## src/rtl/mandelbrot_pkg.sv

```systemverilog
// ============================================================================
//  Module   : mandelbrot_pkg
//  Purpose  : Shared widths, screen geometry, the FIFO entry layout and the
//             pixel reader state encoding used by the Mandelbrot datapath.
//  Ports    : none (package)
//  Revision : 1.0 - initial release
// ============================================================================
`default_nettype none

package mandelbrot_pkg;

  localparam int X_WIDTH       = 11;
  localparam int DEPTH_WIDTH   = 9;
  localparam int DATA_WIDTH    = X_WIDTH + DEPTH_WIDTH;
  localparam int SCREEN_WIDTH  = 640;
  localparam int SCREEN_HEIGHT = 480;

  // One engine FIFO entry: x in the upper bits, iteration depth in the lower.
  typedef struct packed {
    logic [X_WIDTH-1:0]     x;
    logic [DEPTH_WIDTH-1:0] depth;
  } fifo_entry_t;

  typedef enum logic [1:0] {
    IDLE  = 2'd0,
    RUN   = 2'd1,
    FLUSH = 2'd2
  } reader_state_e;

endpackage

`default_nettype wire

```

## src/rtl/fifo_pixel_reader.sv

```systemverilog
// ============================================================================
//  Module   : fifo_pixel_reader
//  Purpose  : Pops the per-engine result FIFOs in raster order (engine
//             x mod NUM_ENGINES) and emits one depth per pixel on a
//             valid/ready stream with end-of-line and start-of-frame markers.
//  Ports    : clk, reset_n (async, active-low), start (frame kick),
//             fifo_data/fifo_empty/fifo_read_en (show-ahead FIFO bank),
//             out_data/out_valid/out_ready/out_last/out_user (pixel stream),
//             busy, frame_done (pulse), seq_error (sticky x mismatch).
//  Revision : 1.0 - initial release
// ============================================================================
`default_nettype none

module fifo_pixel_reader #(
  parameter int NUM_ENGINES   = 4,
  parameter int X_WIDTH       = mandelbrot_pkg::X_WIDTH,
  parameter int DEPTH_WIDTH   = mandelbrot_pkg::DEPTH_WIDTH,
  parameter int DATA_WIDTH    = X_WIDTH + DEPTH_WIDTH,
  parameter int SCREEN_WIDTH  = mandelbrot_pkg::SCREEN_WIDTH,
  parameter int SCREEN_HEIGHT = mandelbrot_pkg::SCREEN_HEIGHT
) (
  input  logic                              clk,
  input  logic                              reset_n,
  input  logic                              start,
  input  logic [NUM_ENGINES*DATA_WIDTH-1:0] fifo_data,
  input  logic [NUM_ENGINES-1:0]            fifo_empty,
  output logic [NUM_ENGINES-1:0]            fifo_read_en,
  output logic [DEPTH_WIDTH-1:0]            out_data,
  output logic                              out_valid,
  input  logic                              out_ready,
  output logic                              out_last,
  output logic                              out_user,
  output logic                              busy,
  output logic                              frame_done,
  output logic                              seq_error
);
  import mandelbrot_pkg::*;

  localparam int ENG_W = (NUM_ENGINES > 1)   ? $clog2(NUM_ENGINES)   : 1;
  localparam int Y_W   = (SCREEN_HEIGHT > 1) ? $clog2(SCREEN_HEIGHT) : 1;

  localparam logic [X_WIDTH-1:0] X_LAST   = X_WIDTH'(SCREEN_WIDTH - 1);
  localparam logic [Y_W-1:0]     Y_LAST   = Y_W'(SCREEN_HEIGHT - 1);
  localparam logic [ENG_W-1:0]   ENG_LAST = ENG_W'(NUM_ENGINES - 1);

  reader_state_e           state_q, state_d;
  logic [X_WIDTH-1:0]      x_cnt_q, x_cnt_d;
  logic [Y_W-1:0]          y_cnt_q, y_cnt_d;
  logic [ENG_W-1:0]        eng_sel_q, eng_sel_d;
  logic [DEPTH_WIDTH-1:0]  data_q, data_d;
  logic                    valid_q, valid_d;
  logic                    last_q, last_d;
  logic                    user_q, user_d;
  logic                    done_q, done_d;
  logic                    err_q, err_d;

  logic [DATA_WIDTH-1:0]   sel_entry;
  logic                    sel_empty;
  logic [X_WIDTH-1:0]      sel_x;
  logic [DEPTH_WIDTH-1:0]  sel_depth;
  logic                    load;

  // Mux out the currently selected engine's head entry and empty flag.
  always_comb begin
    sel_entry = '0;
    sel_empty = 1'b1;
    for (int e = 0; e < NUM_ENGINES; e++) begin
      if (eng_sel_q == ENG_W'(e)) begin
        sel_entry = fifo_data[e*DATA_WIDTH +: DATA_WIDTH];
        sel_empty = fifo_empty[e];
      end
    end
  end

  assign sel_x     = sel_entry[DATA_WIDTH-1:DEPTH_WIDTH];
  assign sel_depth = sel_entry[DEPTH_WIDTH-1:0];

  // A pop happens only when the output register is free or draining this cycle.
  assign load = (state_q == RUN) && !sel_empty && (!valid_q || out_ready);

  always_comb begin
    fifo_read_en = '0;
    for (int e = 0; e < NUM_ENGINES; e++) begin
      fifo_read_en[e] = load && (eng_sel_q == ENG_W'(e));
    end
  end

  always_comb begin
    state_d   = state_q;
    x_cnt_d   = x_cnt_q;
    y_cnt_d   = y_cnt_q;
    eng_sel_d = eng_sel_q;
    data_d    = data_q;
    valid_d   = valid_q;
    last_d    = last_q;
    user_d    = user_q;
    err_d     = err_q;
    done_d    = 1'b0;

    case (state_q)
      IDLE: begin
        if (start) begin
          state_d   = RUN;
          x_cnt_d   = '0;
          y_cnt_d   = '0;
          eng_sel_d = '0;
          err_d     = 1'b0;
        end
      end

      RUN: begin
        if (load) begin
          data_d  = sel_depth;
          valid_d = 1'b1;
          last_d  = (x_cnt_q == X_LAST);
          user_d  = (x_cnt_q == '0) && (y_cnt_q == '0);
          if (sel_x != x_cnt_q) begin
            err_d = 1'b1;
          end
          if (x_cnt_q == X_LAST) begin
            // Every line restarts at engine 0 regardless of where the
            // round-robin stopped.
            x_cnt_d   = '0;
            eng_sel_d = '0;
            if (y_cnt_q == Y_LAST) begin
              y_cnt_d = '0;
              state_d = FLUSH;
            end else begin
              y_cnt_d = y_cnt_q + 1'b1;
            end
          end else begin
            x_cnt_d   = x_cnt_q + 1'b1;
            eng_sel_d = (eng_sel_q == ENG_LAST) ? '0 : eng_sel_q + 1'b1;
          end
        end else if (valid_q && out_ready) begin
          valid_d = 1'b0;
          last_d  = 1'b0;
          user_d  = 1'b0;
        end
      end

      FLUSH: begin
        if (valid_q && out_ready) begin
          valid_d = 1'b0;
          last_d  = 1'b0;
          user_d  = 1'b0;
          done_d  = 1'b1;
          state_d = IDLE;
        end
      end

      default: state_d = IDLE;
    endcase
  end

  always_ff @(posedge clk or negedge reset_n) begin
    if (!reset_n) begin
      state_q   <= IDLE;
      x_cnt_q   <= '0;
      y_cnt_q   <= '0;
      eng_sel_q <= '0;
      data_q    <= '0;
      valid_q   <= 1'b0;
      last_q    <= 1'b0;
      user_q    <= 1'b0;
      done_q    <= 1'b0;
      err_q     <= 1'b0;
    end else begin
      state_q   <= state_d;
      x_cnt_q   <= x_cnt_d;
      y_cnt_q   <= y_cnt_d;
      eng_sel_q <= eng_sel_d;
      data_q    <= data_d;
      valid_q   <= valid_d;
      last_q    <= last_d;
      user_q    <= user_d;
      done_q    <= done_d;
      err_q     <= err_d;
    end
  end

  assign out_data   = data_q;
  assign out_valid  = valid_q;
  assign out_last   = last_q;
  assign out_user   = user_q;
  assign busy       = (state_q != IDLE);
  assign frame_done = done_q;
  assign seq_error  = err_q;

endmodule

`default_nettype wire

```

## config.mk

```make
export PLATFORM = sky130hd
export DESIGN_NAME = fifo_pixel_reader
export DESIGN_NICKNAME = d
export VERILOG_FILES = /design/src/rtl/mandelbrot_pkg.sv /design/src/rtl/fifo_pixel_reader.sv
export SDC_FILE = /design/constraint.sdc
export NUM_CORES = 1
export LEC_CHECK = 0
export ABC_AREA = 1
export CAP_MARGIN = 20
export CORE_MARGIN = 4
export CORE_UTILIZATION = 45
export CTS_CLUSTER_DIAMETER = 100
export DETAILED_ROUTE_END_ITERATION = 16
export HOLD_SLACK_MARGIN = 0.15
export PLACE_DENSITY = 0.89
export SLEW_MARGIN = 0
export SYNTH_ARGS = -nofsm -noshare
export SYNTH_HDL_FRONTEND = slang
export SYNTH_SLANG_ARGS = --single-unit
export TNS_END_PERCENT = 10
```

## constraint.sdc

```tcl
create_clock -name clk -period 2.3 [get_ports clk]
set_clock_uncertainty 0.1 [all_clocks]
set_input_delay 0.575 -clock clk [delete_from_list [all_inputs] [get_ports clk]]
set_output_delay 0.575 -clock clk [all_outputs]
set_load 0.02 [all_outputs]
```

* Word-level counts from Yosys, hierarchy flattened
Cells that the tools add are included.
W data, S select, Z words.
** Word-level totals
- Bits in registers :: 38
- Input bits :: 88
** Cells by class
- Add/sub/neg operators :: 3
- Equality and inequality tests :: 14
- Muxes and demuxes :: 43
- Reductions and logical operators :: 23
** Operator list (number)
- $mux W20 :: 4
- $mux W9 :: 4
- $mux W11 :: 3
- $pmux W11 S2 :: 1
- $mux W2 :: 9
- $pmux W9 S2 :: 1
- $mux W1 :: 15
- $add A11 B1 Y11 const B :: 1
- $eq A11 B10 Y1 const B :: 1
- $logic_not A11 Y1 :: 1
- $ne A11 B11 Y1 :: 1
- $add A9 B1 Y9 const B :: 1
- $eq A9 B9 Y1 const B :: 1
- $logic_not A9 Y1 :: 1
- $logic_and A1 B1 Y1 :: 8
- $pmux W1 S2 :: 4
- $reduce_and A4 Y1 :: 2
- $eq A2 B2 Y1 const B :: 3
- $ne A2 B1 Y1 const B :: 3
- $ne A2 B2 Y1 const B :: 3
- $pmux W2 S3 :: 1
- $reduce_bool A2 Y1 :: 3
- $reduce_and A5 Y1 :: 1
- $eq A2 B1 Y1 const B :: 2
- 7 further kinds :: 9

* Depth between registers and ports, before layout
- Depth in word-level cells :: 10
- Depth in mapped cells :: 17
- Gate-level depth less buffers :: 15

* Least setup slack after synthesis
Ideal clock, no wire load.
- Kind :: flip-flop to output port
- Start point :: reg eng_sel_q[0]
- End point :: out fifo_read_en[0]
- Arrival time :: 1689 ps
- Setup slack :: -64 ps
- Stages on the path, launching flop included :: 11
- Buffers on the path :: 2
- Path through :: dfrtp_1 > inv_1 > ha_1 > buf_6 > inv_2 > o21ai_2 > nand3_1 > o211ai_2 > nand3_4 > clkbuf_1 > nor2_1
** On the way
- Longest elaborated chain between the ends :: 9
- Elaborated cells on any way between the ends :: 12
** RTL lines
- start, declared :: line fifo_pixel_reader.sv:49 : logic [ENG_W-1:0] eng_sel_q, eng_sel_d;
- start signal, assigned :: line fifo_pixel_reader.sv:172 : eng_sel_q <= eng_sel_d;
- $logic_not A2 Y1 :: line fifo_pixel_reader.sv:68, fifo_pixel_reader.sv:84
- $mux W1 (4 in a row) :: line fifo_pixel_reader.sv:68 : if (eng_sel_q == ENG_W'(e)) begin
- $logic_not A1 Y1 :: line fifo_pixel_reader.sv:79 : assign load = (state_q == RUN) && !sel_empty && (!valid_q || out_ready);
- $logic_and A1 B1 Y1 (2 in a row) :: line fifo_pixel_reader.sv:79
- $logic_and A1 B1 Y1 * :: line fifo_pixel_reader.sv:84 : fifo_read_en[e] = load && (eng_sel_q == ENG_W'(e));
- end, declared :: line fifo_pixel_reader.sv:27 : output logic [NUM_ENGINES-1:0] fifo_read_en,
Every way passes the cells marked *; elsewhere a longest branch is shown, timed or not.

* Worst setup path in the final report
- Start point :: reg eng_sel_q[1]
- End point :: out fifo_read_en[0]
The elaborated chain is that of the path after synthesis.

==> impl_metrics.tcl <==
set metrics [dict create \
    io_pins 107 \
    ys_seq_elements 38 \
    first_pass_iters 5 \
    worst-slew-pin-transition_ns 0.506 \
    crit_path_start_kind "flop" \
    wl_um 10600 \
    layout.nets 691 \
    synthCells 471 \
    yosysWarnings 0 \
    powerDensity_nw_per_um2 1090 \
    clk_latency_ns 0.30 \
    synth_edf_count 0 \
    hold_violations 0 \
    cp.required_ns 1.62 \
    antenna_found_initial 0 \
    post_synth_num_cell_types 41 \
    die_x_um 91.4 \
    period_minus_slack_ns 2.48 \
    area_growth_pct 47.5 \
    ys.flop_type "dfrtp_1" \
    cts_hold_buf 0 \
    die_h_um 91.4 \
    grt_pass1_wl_um 17400 \
    cts_tree "yes" \
    drtAntennaViolNets 0 \
    critPathKind "reg -> out" \
    arrival_ns 1.80 \
    gp_congestion 0.959 \
    maxCapViolations 0 \
    placed_cell_area_um2 4370 \
    relSlewSlack_pct 66.3 \
    htreeDepth 2 \
    drive_gt1_share_pct 14.8 \
    syn_area_um2 3130 \
    fill_cells 527 \
    pre_cts_slack_ns -0.673 \
    drtIter0Drc 281 \
    clock-root-buffer "clkbuf_8" \
    layout_common_cells "135 x nand2_1, 99 x clkdlybuf4s50_1, 45 x inv_1" \
    setup_violations 4 \
    rows 30 \
    p_leak_uw 0.00213 \
    wire_per_inst_um 15.7 \
    grt_start_max_net_pins 39 \
    cts.sinks 38 \
    final_area_um2 4610 \
    yosysTopAreaCell "dfrtp_1" \
    hpwl_um 7960 \
    cp_max_fo 5 \
    peakVddDrop_v 0.000467 \
    layout_commonest_cell "nand2_1" \
    status "complete, but fails checks" \
    rsz0062_at_grt "true" \
    synthTopCellsByArea "dfrtp_1 30%, nand2_1 16%, inv_1 5.9%, nor2_1 5.8%, nand3_1 5.6%" \
    core_um2 6760 \
    gr-total-overflow 0 \
    end_kind "output port" \
    synth.avg_cell_area_um2 6.64 \
    ys_seq_area_share_pct 30.4 \
    route.vias.total 3693 \
    ys_async_sr_fraction_pct 100 \
    grt_util_all_layers_pct 25.6 \
    synth_nets 570 \
    drc 0 \
    fin_ws_ns -0.178 \
    portBuffers 106 \
    post-route-period-util_pct 108 \
    cts_buffer_depth 2 \
    start_util_pct 46.3 \
    die_area_um2 8350 \
    violations "setup timing" \
    path_clk_slew_ns 0.08 \
    first_global_vias 3548 \
    viasPerCell 5.49 \
    numCtsBuffers 5 \
    drv_slew 0 \
    hold_class "in -> async" \
    p_total_uw 5010 \
    synth_top_area_share_pct 30.4 \
    fmax_ghz 0.404 \
    diodes 0 \
]
[layout make-up]
type / count / area (µm²) / area share [%]
Multi-Input combinational cell: 355 / 1930 / 41.9
Timing Repair Buffer: 135 / 1300 / 28.3
Sequential cell: 38 / 951 / 20.6
Inverter: 57 / 218 / 4.72
Tap cell: 80 / 100 / 2.17
Clock buffer: 5 / 68.8 / 1.49
Clock inverter: 3 / 40.0 / 0.868
[repair_timing]
action	4_1_cts	5_1_grt
cloned	0	0
buffers inserted	2	1
gates resized for setup	37	15
endpoints found under the setup margin	11	21
pin swaps	6	8
[state kept, by name, summed over array words and instances, names as in the netlist, 2 cells and up]
register	count
x_cnt_q	11
out_data	9
y_cnt_q	9
eng_sel_q	2
state_q	2
[power breakdown]
| part | internal (µW) | switching, µW | leakage, µW |
|---|---|---|---|
| Combinational | 1430 | 2070 | 0.00156 |
| Clock | 319 | 252 | 0.0000579 |
| Sequential | 834 | 109 | 0.000508 |
| Total | 2580 | 2430 | 0.00213 |
[cell families (layout without fill, tap and decap cells)]
group | after synthesis | count (layout) | share of synthesized area [%]
simple gates | 263 | 263 | 37.7
compound gates | 78 | 78 | 15.9
flops | 38 | 38 | 30.4
fa+ha+maj | 11 | 11 | 4.40
buf+inv | 78 | 200 | 10.8
xor+xnor | 3 | 3 | 0.840
[stage by stage]
| step | setup TNS, ns | utilization [%] | hold slack, ns | cells |
|---|---|---|---|---|
| 2_1_floorplan | -0.191 | - | 0.179 | 471 |
| 3_5_place_dp | -6.31 | 64.6 | 0.370 | 662 |
| 6_report | -0.679 | 68.3 | 0.225 | 673 |
| 5_1_grt | -1.53 | 68.3 | 0.259 | 673 |
| 4_1_cts | -0.717 | 67.1 | 0.240 | 672 |
| 3_3_place_gp | -4.35 | 64.6 | 0.367 | 662 |
[worst max-delay path: stages (launching register included)]
cell	delay, ns
dfrtp_1	0.40
buf_4	0.15
ha_1	0.21
inv_2	0.12
nand3_4	0.09
o211ai_4	0.10
nand3_4	0.15
nor2_1	0.13
buf_4	0.15
[worst paths after layout]
kind | start | to | slack, ns | depth (start not counted)
worst max register to register | eng_sel_q[1]$_DFFE_PN0P_ | eng_sel_q[0]$_DFFE_PN0P_ | 0.08 | 13
max in group asynchronous | reset_n | out_user$_DFFE_PN0P_ | 1.52 | 2
min in group clk | out_data[2]$_DFFE_PN0P_ | out_data[2]$_DFFE_PN0P_ | 0.39 | 2
worst min-delay path | reset_n | out_data[2]$_DFFE_PN0P_ | 0.22 | 2
worst min register to register | out_data[2]$_DFFE_PN0P_ | out_data[2]$_DFFE_PN0P_ | 0.39 | 2
worst max-delay path | eng_sel_q[1]$_DFFE_PN0P_ | fifo_read_en[0] | -0.18 | 8
[cells in the mapped netlist (all sizes together), types with 2 or more instances]
| cell type | n |
|---|---|
| nand2 | 138 |
| inv | 56 |
| nor2 | 50 |
| dfrtp | 38 |
| nand3 | 38 |
| o21ai | 29 |
| a21oi | 15 |
| buf | 14 |
| nor3 | 14 |
| ha | 11 |
| o31ai | 10 |
| a211oi | 9 |
| a22oi | 9 |
| nand4 | 9 |
| clkbuf | 7 |
| or2 | 7 |
| nor4 | 4 |
| o211ai | 3 |
| xor2 | 3 |
| a31oi | 2 |
[layer usage]
layer  wire length [µm]  vias up  track usage [%]
li1                   -     1789                -
met1               4150     1732             30.9
met2               5520      151             47.3
met3                735       21             4.81
met4                167        0             4.65
met5                  0        -                0
Note: power is estimated with default switching activity, not from simulation.
